==> src/rtl/div_pkg.sv <==
// Shared types and default widths for the sequential restoring divider.
package div_pkg;

    localparam int DEF_DIVIDEND_W = 8;
    localparam int DEF_DIVISOR_W  = 4;

    typedef enum logic [1:0] {
        IDLE = 2'd0,
        RUN  = 2'd1,
        DONE = 2'd2
    } state_t;

endpackage

==> src/rtl/div_restore_step.sv <==
// One radix-2 restoring iteration: shift in a dividend bit, trial-subtract, restore on borrow.
module div_restore_step #(
    parameter int DIVISOR_W = 4
) (
    input  logic [DIVISOR_W:0]   rem_in,
    input  logic                 dividend_bit,
    input  logic [DIVISOR_W-1:0] divisor,
    output logic [DIVISOR_W:0]   rem_out,
    output logic                 q_bit
);

    logic [DIVISOR_W:0]   trial;
    logic [DIVISOR_W+1:0] diff;

    // A restored remainder always fits DIVISOR_W bits, so the incoming top bit carries no information.
    logic unused_rem_msb;
    assign unused_rem_msb = rem_in[DIVISOR_W];

    always_comb begin
        trial   = {rem_in[DIVISOR_W-1:0], dividend_bit};
        diff    = {1'b0, trial} - {2'b00, divisor};
        q_bit   = ~diff[DIVISOR_W+1];
        rem_out = q_bit ? diff[DIVISOR_W:0] : trial;
    end

endmodule

==> src/rtl/div_8x4_seq.sv <==
// Sequential radix-2 restoring divider: one quotient bit per clock behind a start/busy/done handshake.
module div_8x4_seq
    import div_pkg::*;
#(
    parameter int DIVIDEND_W = DEF_DIVIDEND_W,
    parameter int DIVISOR_W  = DEF_DIVISOR_W
) (
    input  logic                  clk,
    input  logic                  rst_n,
    input  logic                  start,
    input  logic [DIVIDEND_W-1:0] dividend,
    input  logic [DIVISOR_W-1:0]  divisor,
    output logic                  busy,
    output logic                  done,
    output logic [DIVIDEND_W-1:0] quotient,
    output logic [DIVISOR_W-1:0]  remainder,
    output logic                  div_by_zero
);

    localparam int CNT_W = $clog2(DIVIDEND_W);
    localparam int REM_W = DIVISOR_W + 1;

    state_t                state, state_nxt;
    logic [REM_W-1:0]      r, rem_nxt;
    logic [DIVIDEND_W-1:0] q;
    logic [CNT_W-1:0]      count;
    logic [DIVISOR_W-1:0]  div_q;
    logic                  q_bit;
    logic                  accept;
    logic                  last;

    assign accept = start && (state != RUN);
    assign last   = (state == RUN) && (count == CNT_W'(DIVIDEND_W - 1));

    div_restore_step #(.DIVISOR_W(DIVISOR_W)) u_step (
        .rem_in       (r),
        .dividend_bit (q[DIVIDEND_W-1]),
        .divisor      (div_q),
        .rem_out      (rem_nxt),
        .q_bit        (q_bit)
    );

    // NOTE: sequential state uses non-blocking assignments so every flop samples pre-edge values.
    always_ff @(posedge clk or negedge rst_n) begin
        if (!rst_n) state <= IDLE;
        else        state <= state_nxt;
    end

    // NOTE: default assignment first keeps this purely combinational (no inferred latch).
    always_comb begin
        state_nxt = state;
        case (state)
            IDLE, DONE: begin
                if (start) state_nxt = (divisor == '0) ? DONE : RUN;
                else       state_nxt = IDLE;
            end
            RUN:     if (last) state_nxt = DONE;
            default: state_nxt = IDLE;
        endcase
    end

    always_comb begin
        busy = (state == RUN);
        done = (state == DONE);
    end

    // Results are written only on an accepting zero-divisor edge or the final iteration edge.
    always_ff @(posedge clk or negedge rst_n) begin
        if (!rst_n) begin
            r           <= '0;
            q           <= '0;
            count       <= '0;
            div_q       <= '0;
            quotient    <= '0;
            remainder   <= '0;
            div_by_zero <= 1'b0;
        end else if (accept) begin
            if (divisor == '0) begin
                quotient    <= '1;
                remainder   <= '0;
                div_by_zero <= 1'b1;
            end else begin
                div_q <= divisor;
                r     <= '0;
                q     <= dividend;
                count <= '0;
            end
        end else if (state == RUN) begin
            r     <= rem_nxt;
            q     <= {q[DIVIDEND_W-2:0], q_bit};
            count <= count + 1'b1;
            if (last) begin
                quotient    <= {q[DIVIDEND_W-2:0], q_bit};
                remainder   <= rem_nxt[DIVISOR_W-1:0];
                div_by_zero <= 1'b0;
            end
        end
    end

endmodule

==> config.mk <==
export PLATFORM = sky130hd
export DESIGN_NAME = div_8x4_seq
export DESIGN_NICKNAME = d
export VERILOG_FILES = /design/src/rtl/div_pkg.sv /design/src/rtl/div_restore_step.sv /design/src/rtl/div_8x4_seq.sv
export SDC_FILE = /design/constraint.sdc
export NUM_CORES = 1
export LEC_CHECK = 0
export ABC_AREA = 1
export BUFFER_PORTS_ARGS = -buffer_cell sky130_fd_sc_hd__buf_2
export CORE_MARGIN = 2
export CORE_UTILIZATION = 49
export CTS_CLUSTER_DIAMETER = 200
export DETAILED_ROUTE_END_ITERATION = 7
export PLACE_DENSITY = 0.74
export SYNTH_ARGS = -nofsm -noshare
export SYNTH_HDL_FRONTEND = slang
export SYNTH_SLANG_ARGS = --single-unit
==> constraint.sdc <==
create_clock -name clk -period 1.25 [get_ports clk]
set_input_delay 0.25 -clock clk [delete_from_list [all_inputs] [get_ports clk]]
set_output_delay 0.25 -clock clk [all_outputs]
set_load 0.05 [all_outputs]
==> Word-level counts from Yosys, hierarchy flattened <==
Index checks and enable logic that the tools add are counted.
{ "word_totals": {"reg_bits": 34, "input_bits": 15, "wordCells": 55} }
{ "op_classes": {"addsub": 2, "n_eq_ne": 7, "muxes": 26, "bitwise": 2, "reduce_logical": 10} }
{ "ops": {"columns": ["cell", "n"], "rows": [
  ["$mux 8", 7],
  ["$mux 4", 8],
  ["$mux 3", 3],
  ["$mux 2", 3],
  ["$ne 2x1->1 const B", 3],
  ["$sub 5x4->6", 1],
  ["$logic_not 4->1", 1],
  ["$mux 1", 4],
  ["$pmux 2 s2", 1],
  ["$reduce_and 2->1", 2],
  ["$reduce_bool 2->1", 2],
  ["$add 3x1->3 const B", 1],
  ["$eq 3x3->1 const B", 1],
  ["$reduce_and 3->1", 1],
  ["$eq 2x1->1 const B", 1],
  ["$eq 2x2->1 const B", 1],
  ["$logic_and 1x1->1", 2],
  ["$logic_not 2->1", 1],
  ["$ne 2x2->1 const B", 1],
  ["$not 1->1", 2],
  ["$reduce_or 2->1", 1]
]} }

==> Depth between registers and ports, before layout <==
Gate-level depths: netlist (run 1).
{ "depth": {"ltp_word": 5, "ltp_mapped": 10} }

==> Modules after synthesis <==
From an unflattened synthesis (run 1), not the netlist that was laid out.
{ "unflattened": {"cells_unflattened": 251, "hier_area_um2": 1925.6} }
{ "modules_own_cells": {"columns": ["mod", "instances", "cells_per_inst", "area_each_um2"], "rows": [
  ["div_8x4_seq", 1, 206, 1667.8],
  ["div_restore_step", 1, 45, 257.7]
]} }

==> Least setup slack after synthesis (run 1) <==
Ideal clock, no wire load.
{ "synth_path": {"kind": "register -> register", "start": "reg div_q[0]", "end": "reg remainder[2]", "setup_time_ns": 0.118, "t_arrival_ns": 1.279, "path_slack_ns": -0.147, "stages_incl_launch_ff": 8, "synth_period_minus_slack_ns": 1.397, "path_cell_list": "dfrtp_1 -> ha_1 -> fa_1 -> xnor2_1 -> nand2_1 -> nand2_1 -> nand3_1 -> nand2_1"} }
{ "synth_between": {"elab_chain_cells": 5} }
{ "synth_rtl": {"columns": ["element", "line_no", "rtl"], "rows": [
  ["from (decl)", "div_8x4_seq.sv:27", "logic [DIVISOR_W-1:0] div_q;"],
  ["from (signal assigned)", "div_8x4_seq.sv:83", "div_q <= divisor;"],
  ["$sub 5x4->6", "div_restore_step.sv:21", "diff = {1'b0, trial} - {2'b00, divisor};"],
  ["$mux 4", "div_restore_step.sv:23", "rem_out = q_bit ? diff[DIVISOR_W:0] : trial;"],
  ["$mux 4", "div_8x4_seq.sv:92", "if (last) begin"],
  ["$mux 4", "div_8x4_seq.sv:88", "end else if (state == RUN) begin"],
  ["$mux 4", "div_8x4_seq.sv:77", "end else if (accept) begin"],
  ["to (signal assigned)", "div_8x4_seq.sv:94", "remainder <= rem_nxt[DIVISOR_W-1:0];"],
  ["to (decl)", "div_8x4_seq.sv:16", "output logic [DIVISOR_W-1:0] remainder,"]
]} }
No other way between the ends. The select of a mux whose other input is x is not followed.
A chain may end at the register's enable or synchronous reset.

==> Worst setup path in the final report (run 1) <==
{ "layout_path": {"start": "reg q[7]", "end": "reg remainder[1]"} }
{ "layout_between": {"elab_chain_cells": 5} }
{ "layout_rtl": {"columns": ["element", "line_no", "rtl"], "rows": [
  ["from (decl)", "div_8x4_seq.sv:25", "logic [DIVIDEND_W-1:0] q;"],
  ["from (signal assigned)", "div_8x4_seq.sv:85", "q <= dividend;"],
  ["from (signal assigned)", "div_8x4_seq.sv:90", "q <= {q[DIVIDEND_W-2:0], q_bit};"],
  ["$sub 5x4->6", "div_restore_step.sv:21", null],
  ["$mux 4", "div_restore_step.sv:23", null],
  ["$mux 4", "div_8x4_seq.sv:92", null],
  ["$mux 4", "div_8x4_seq.sv:88", null],
  ["$mux 4", "div_8x4_seq.sv:77", null]
]} }
No other way between the ends. The select of a mux whose other input is x is not followed.

==> results of run 1 <==
==> cells in the mapped netlist <==
cell / count / area (um^2)
nand2_1: 49 / 184
inv_1: 21 / 78.8
a21oi_1: 7 / 35.0
nand3_1: 11 / 55.1
xnor2_1: 1 / 8.76
nor3_1: 1 / 5.00
dfrtp_1: 34 / 851
inv_2: 5 / 18.8
o21ai_1: 11 / 55.1
nand2_4: 3 / 33.8
buf_2: 1 / 5.00
buf_6: 3 / 33.8
nand4_1: 4 / 25.0
nor2_8: 2 / 40.0
o21a_1: 1 / 7.51
nand2_2: 3 / 18.8
o211ai_1: 2 / 15.0
fa_1: 1 / 20.0
o21ai_0: 9 / 45.0
ha_1: 6 / 75.1
o31ai_1: 1 / 7.51
nor2_1: 22 / 82.6
buf_4: 1 / 7.51
==> routing by layer <==
| metal | vias up | share of wire (%) | track usage, % |
|---|---|---|---|
| met3 | 32 | 5.9 | 4.68 |
| li1 | 786 | - | - |
| met2 | 74 | 53 | 40.0 |
| met5 | - | 0 | 0 |
| met1 | 823 | 36 | 26.4 |
| met4 | 0 | 5.1 | 7.78 |
==> state kept, by name, summed over array words and instances (netlist names) <==
name / cells
div_by_zero: 1
quotient: 8
state: 2
remainder: 4
count: 3
r: 4
q: 8
div_q: 4
==> power by group through the flow <==
stage	clock, mW	sequential (mW)	combinational [mW]
3_3_place_gp	0	1.90	4.02
2_1_floorplan	0	2.48	2.33
4_1_cts	0.610	1.92	4.67
3_5_place_dp	0	1.91	4.09
5_1_grt	0.670	2.03	6.38
6_report	0.630	1.99	5.90
==> path summary, 6_finish.rpt <==
kind	slack, ns	to	cells after the start	start
max reg2reg	-0.27	remainder[1]	8	q[7]
min	0.15	div_q[1]	3	divisor[1]
max in group asynchronous	0.69	state[1]	3	rst_n
min reg2reg	0.48	remainder[1]	2	remainder[1]
max	-0.27	remainder[1]	8	q[7]
min in group asynchronous	0.38	div_q[3]	3	rst_n
==> cell type report <==
cell class | count | share of cell area [%]
multi-input cells | 135 | 36.4
flip-flops and latches | 34 | 32.3
repair buffers | 72 | 22.3
inverters | 26 | 4.84
well taps | 46 | 2.18
clock buffers | 6 | 1.95
==> worst min-delay path: stages <==
cell,delay (ns)
buf_2,0.09
inv_1,0.06
o21ai_1,0.06
==> layout by cell type (no fill, tap or decap), types with 3 or more instances in the layout <==
cell type,instances
inv_2,7
inv_1,15
o21ai_2,3
o21ai_1,15
nor2_1,12
nand4_1,4
nand2_4,3
nor2_4,5
buf_2,19
nor2_2,5
nand3_1,7
clkbuf_4,12
buf_6,14
nand2_2,11
ha_4,3
nand2_1,38
nand2_8,4
a21oi_1,5
dfrtp_1,33
buf_4,27
==> kinds of logic (layout without fill, tap and decap cells) <==
family	Yosys count	in the layout
AOI/OAI and AO/OA	31	31
xor gates and xnor gates	1	1
adders and majority gates	7	7
buffers and inverters	31	104
DFF	34	34
and+or+nand+nor	95	96
==> per-stage QoR <==
stage,area (um^2),setup TNS [ns]
final,2640,-6.79
after global routing,2640,-8.53
after CTS,2370,-3.41
after detailed placement,2130,-2.47
after global placement,2130,-2.17
after floorplan,1750,-2.59
==> repair_timing <==
action / in CTS / in global routing
hold endpoints to repair: 34 / 0
gates resized for setup: 43 / 57
buffers inserted: 4 / 9
cloned: 1 / 1
endpoints found under the setup margin: 26 / 38
hold buffers: 1 / 0
pin swaps: 9 / 8
==> results.txt, run 1 <==
Post-synth cell types -> 23
Synth Area in Compound Gates -> 9.67%
Slew headroom -> 78.0%
Number of fill cells in the layout -> 190
Clk pin slew, worst setup/hold paths -> 0.10 ns
Initial core utilization -> 51.2%
Critical path's slowest cell -> fa_2
IR drop worst, VDD -> 0.00210 V
Core Util, Final -> 79.0%
Int Pwr -> 4.33 mW
Total Nets Final -> 296
RSZ-0062 raised after global routing -> true
# H-tree levels -> 2
Status -> finished, violations left
PortBufs -> 29
Final WL -> 5230 um
Routed Antenna Nets -> 0
Top delay family on crit path -> adder cells
Register area share after synthesis -> 49.8%
Crit path max fanout -> 2
Final worst slack -> -0.275 ns
Switching fraction of total power -> 49.2%
Worst skew pair latency -> 0.35 ns
Post-Syn Instances -> 199
Post-Synth XOR/XNOR Area -> 0.513%
Worst Tran Pin Value -> 0.329 ns
Cell Rows -> 21
Layout cell share with drive strength beyond 1 -> 49.5%
Setup WS pre-CTS -> -0.226 ns
Final cell count without fillers -> 319
Inst Count DP -> 297
Max-cap violations -> 0
Worst EP arrival -> 1.77 ns
Largest net degree at the start of global routing -> 35
First-pass GRT wire length -> 6930 um
Die height -> 63.0 um
Vias in the first global route -> 1554
WP data required -> 1.49 ns
Initial antenna violation count -> 0
Failing checks -> setup timing
Final hold slack -> 0.148 ns
Clk_skew -> 0.00785 ns
CP Class -> reg -> reg
GRT overflow -> 0
Leak pwr -> 1.31 nW
Tcrit/Tclk final -> 122%
CTS tree -> yes
Avg WL per Cell -> 16.4 um
Mux contribution to synthesized area -> 0%
PwrDens -> 3230 mW/mm^2
Max Fclk -> 656 MHz
Full die area -> 0.00397 mm^2
Worst setup EP type -> register
Clk root buf -> clkbuf_4
Final Hold Viols -> 0
Synth Register Bits -> 34
Simple-gate share of the synthesized area -> 26.0%
Seq. cell area -> 852 um^2
NetSw -> 4.19 mW
Syn Area/Cell -> 8.58 um^2
Clk network pwr share -> 7.4%
Setup violators final -> 35
Comb power frac -> 69.2%
Crit-path max cell delay -> 0.52 ns
Total power -> 8.52 mW
Largest family of logic cells by synthesized area -> simple AND/OR/NAND/NOR gates
Hold Path Class -> in -> reg
Synth Warn # -> 0
Mapped Nets -> 221
Die extent in x -> 63.0 um
HPWL after DPL -> 2590 um
Core area -> 0.00334 mm^2
Ant. Diodes -> 0
Area delta synth->final -> 54.3%
Final min period -> 1.52 ns
Flop pwr share -> 23.4%
Drt drc -> 0
Pins Over Slew Limit -> 0
IO Pins -> 30
Vias after detailed routing -> 1715
Synthesized-area fraction occupied by adder cells -> 5.57%
Bufs on Longest Clock Path -> 2
WP buf/inv -> 2
TritonCTS Buffers -> 5
Syn Std Cell Area -> 0.00171 mm^2
Startpoint types -> register
Multi-input gate area -> 958 um^2
Clk sinks -> 34
Vias per Instance -> 5.38
Placer Congestion -> 0.810
DR iter-0 viols -> 114
Gr usage total -> 22.4%
CP Cell Sequence -> inv_2 > ha_4 > fa_2 > inv_2 > nand2_2 > nand2_2 > nand3_2 > nand2_1
DRT Pass-1 Iters -> 4
Power figures use the tool's default switching activity.
==> run 2: changes to the inputs <==
Settings changed: CTS_BUF_LIST set to sky130_fd_sc_hd__clkbuf_16.
==> run 2 against run 1 <==
The flow still finishes with violations (setup timing); flip-flop and latch count unchanged; wire length rose by 54%; register-to-register slack worse by 0.15 ns; via count is 19% higher; first-iteration DRC count increased by 84%; worst hold slack better by 0.11 ns; critical path depth rose by 2; non-clock buffer count up 6; count of clock-buffer cells in the layout fell by 1; final cell count increased by 2.5%; utilization up 11 points; cell area increased by 14%; critical path type unchanged; highest routed layer unchanged.
==> results.txt, run 2 (synthesis results as in run 1) <==
Critical path's slowest cell -> dfrtp_1
Final min period -> 1.67 ns
Slew headroom -> 81.1%
Status -> finished, violations left
CTS tree -> yes
Top routing layer in use -> met4
CP Class -> reg -> reg
IO Pins -> 30
Cell Rows -> 21
Clk sinks -> 34
Core area -> 0.00334 mm^2
Die height -> 63.0 um
Max-cap violations -> 0
Initial core utilization -> 51.2%
CP Cell Sequence -> inv_1 > ha_1 > nand2_1 > nand2_2 > nand2_4 > nand3_4 > nand2_2 > nand2_2 > nand3_1 > nand2_1
RR Endpoint -> remainder[0]
Vias after detailed routing -> 2043
Die extent in x -> 63.0 um
Clk root buf -> clkbuf_16
Seq. cell area -> 852 um^2
Hold_sp -> dividend[5]
WP data required -> 1.41 ns
First-pass GRT wire length -> 9670 um
Biggest regs -> q: 8 flops, quotient: 8 flops
Failing checks -> setup timing
Met1 Wirelength -> 2790 um
Tcrit/Tclk final -> 134%
Critical R2R Launch -> div_q[1]
Met2 WL -> 3920 um
Most frequent cells in the layout -> dfrtp_1 (33), nand2_1 (29), buf_4 (28)
Final WL -> 8030 um
Hold depth -> 3
Worst Tran Pin Value -> 0.283 ns
DRT Pass-1 Iters -> 5
Initial antenna violation count -> 0
HPWL after DPL -> 2590 um
Ant. Diodes -> 0
Final worst slack -> -0.425 ns
Vias in the first global route -> 1912
Worst setup EP type -> register
Avg WL per Cell -> 24.6 um
Hold Path Class -> in -> reg
Setup violators final -> 35
Bufs on Longest Clock Path -> 2
Crit path from -> div_q[1]
Final Hold Viols -> 0
Worst EP arrival -> 1.83 ns
Gr usage total -> 32.9%
Crit path max fanout -> 4
# H-tree levels -> 2
Commonest non-fill, non-tap cell in the layout -> dfrtp_1
Number of fill cells in the layout -> 120
Routed length on met3 -> 715 um
Drt drc -> 0
Routed Antenna Nets -> 0
TritonCTS Buffers -> 5
Area delta synth->final -> 75.2%
Startpoint types -> register
Worst r2r path cells -> 10
Layout cell share with drive strength beyond 1 -> 61.6%
Placer Congestion -> 0.810
Multi-input gate area -> 0.00112 mm^2
Top delay family on crit path -> simple AND/OR/NAND/NOR gates
Largest net degree at the start of global routing -> 35
Hold Path Sink -> q[5]
Core Util, Final -> 89.7%
Vias per Instance -> 6.25
Most common cell on crit path -> nand2_2
Full die area -> 0.00397 mm^2
Pins Over Slew Limit -> 0
PortBufs -> 29
Total Nets Final -> 304
Crit-path max cell delay -> 0.40 ns
Clk pin slew, worst setup/hold paths -> 0.05 ns
RSZ-0062 raised after global routing -> true
DR iter-0 viols -> 210
WP buf/inv -> 1
GRT overflow -> 0
R2R Setup Slk -> -0.42 ns
Worst skew pair latency -> 0.28 ns
Clk_skew -> 0.00224 ns
Max Fclk -> 597 MHz
Final hold slack -> 0.259 ns
## run 2: cell types whose count changed in the layout (fill, tap and decap cells not counted), moves of 4 or more
cell,change
clkbuf_4,-12
nand2_1,-9
o21ai_2,+9
buf_2,+8
o21ai_1,-8
clkbuf_16,+6
nor2_1,-6
nand2_2,+5
a21oi_1,-4
a21oi_2,+4
nor2_4,+4
## run 2: per-stage QoR
stage	cell area [um^2]	TNS, ns	instances	setup WS, ns
final	2990	-7.49	327	-0.425
after global routing	2990	-8.84	327	-0.505
after CTS	2660	-3.42	320	-0.262
after detailed placement	2130	-2.47	297	-0.226
after global placement	2130	-2.17	297	-0.218
after floorplan	1750	-2.59	199	-0.128
## run 2: worst register-to-register path, stage by stage (launching register included)
cell     delay (ns)
dfrtp_1        0.40
inv_1          0.08
ha_1           0.20
nand2_1        0.12
nand2_2        0.09
nand2_4        0.11
nand3_4        0.13
nand2_2        0.11
nand2_2        0.08
nand3_1        0.13
nand2_1        0.10
## run 2: cell type report
class,instances,area share (%)
Clock inverter,1,0.125
Timing Repair Buffer,78,22.8
Inverter,26,4.27
Clock buffer,5,4.18
Sequential cell,34,28.5
Tap cell,46,1.92
Timing Repair inverter,2,0.627
Multi-Input combinational cell,135,37.6
## run 2: routing by layer
metal	GRT usage, %	vias up
met4	19.2	0
met5	0	-
met3	6.67	61
li1	-	806
met1	37.6	996
met2	56.6	180
## run 2: how the worst max path moves through the flow
| stage | to | slack (ns) | cells after the start |
|---|---|---|---|
| floorplan | q[6] | -0.13 | 7 |
| global placement | remainder[2] | -0.22 | 7 |
| detailed placement | remainder[2] | -0.23 | 7 |
| CTS | remainder[1] | -0.26 | 8 |
| global route | remainder[0] | -0.51 | 10 |
| finish | remainder[0] | -0.42 | 10 |
## run 2: what timing repair did
item	CTS	global route
pin swaps	15	19
setup buffers	13	10
endpoints found under the setup margin	25	35
gates cloned	4	1
endpoints found under the hold margin	34	0
hold buffers	1	0
gates resized for setup	69	74
Power of run 2 is not shown: default switching activity piles up to over one toggle a cycle in this logic, so the estimate is an artifact.
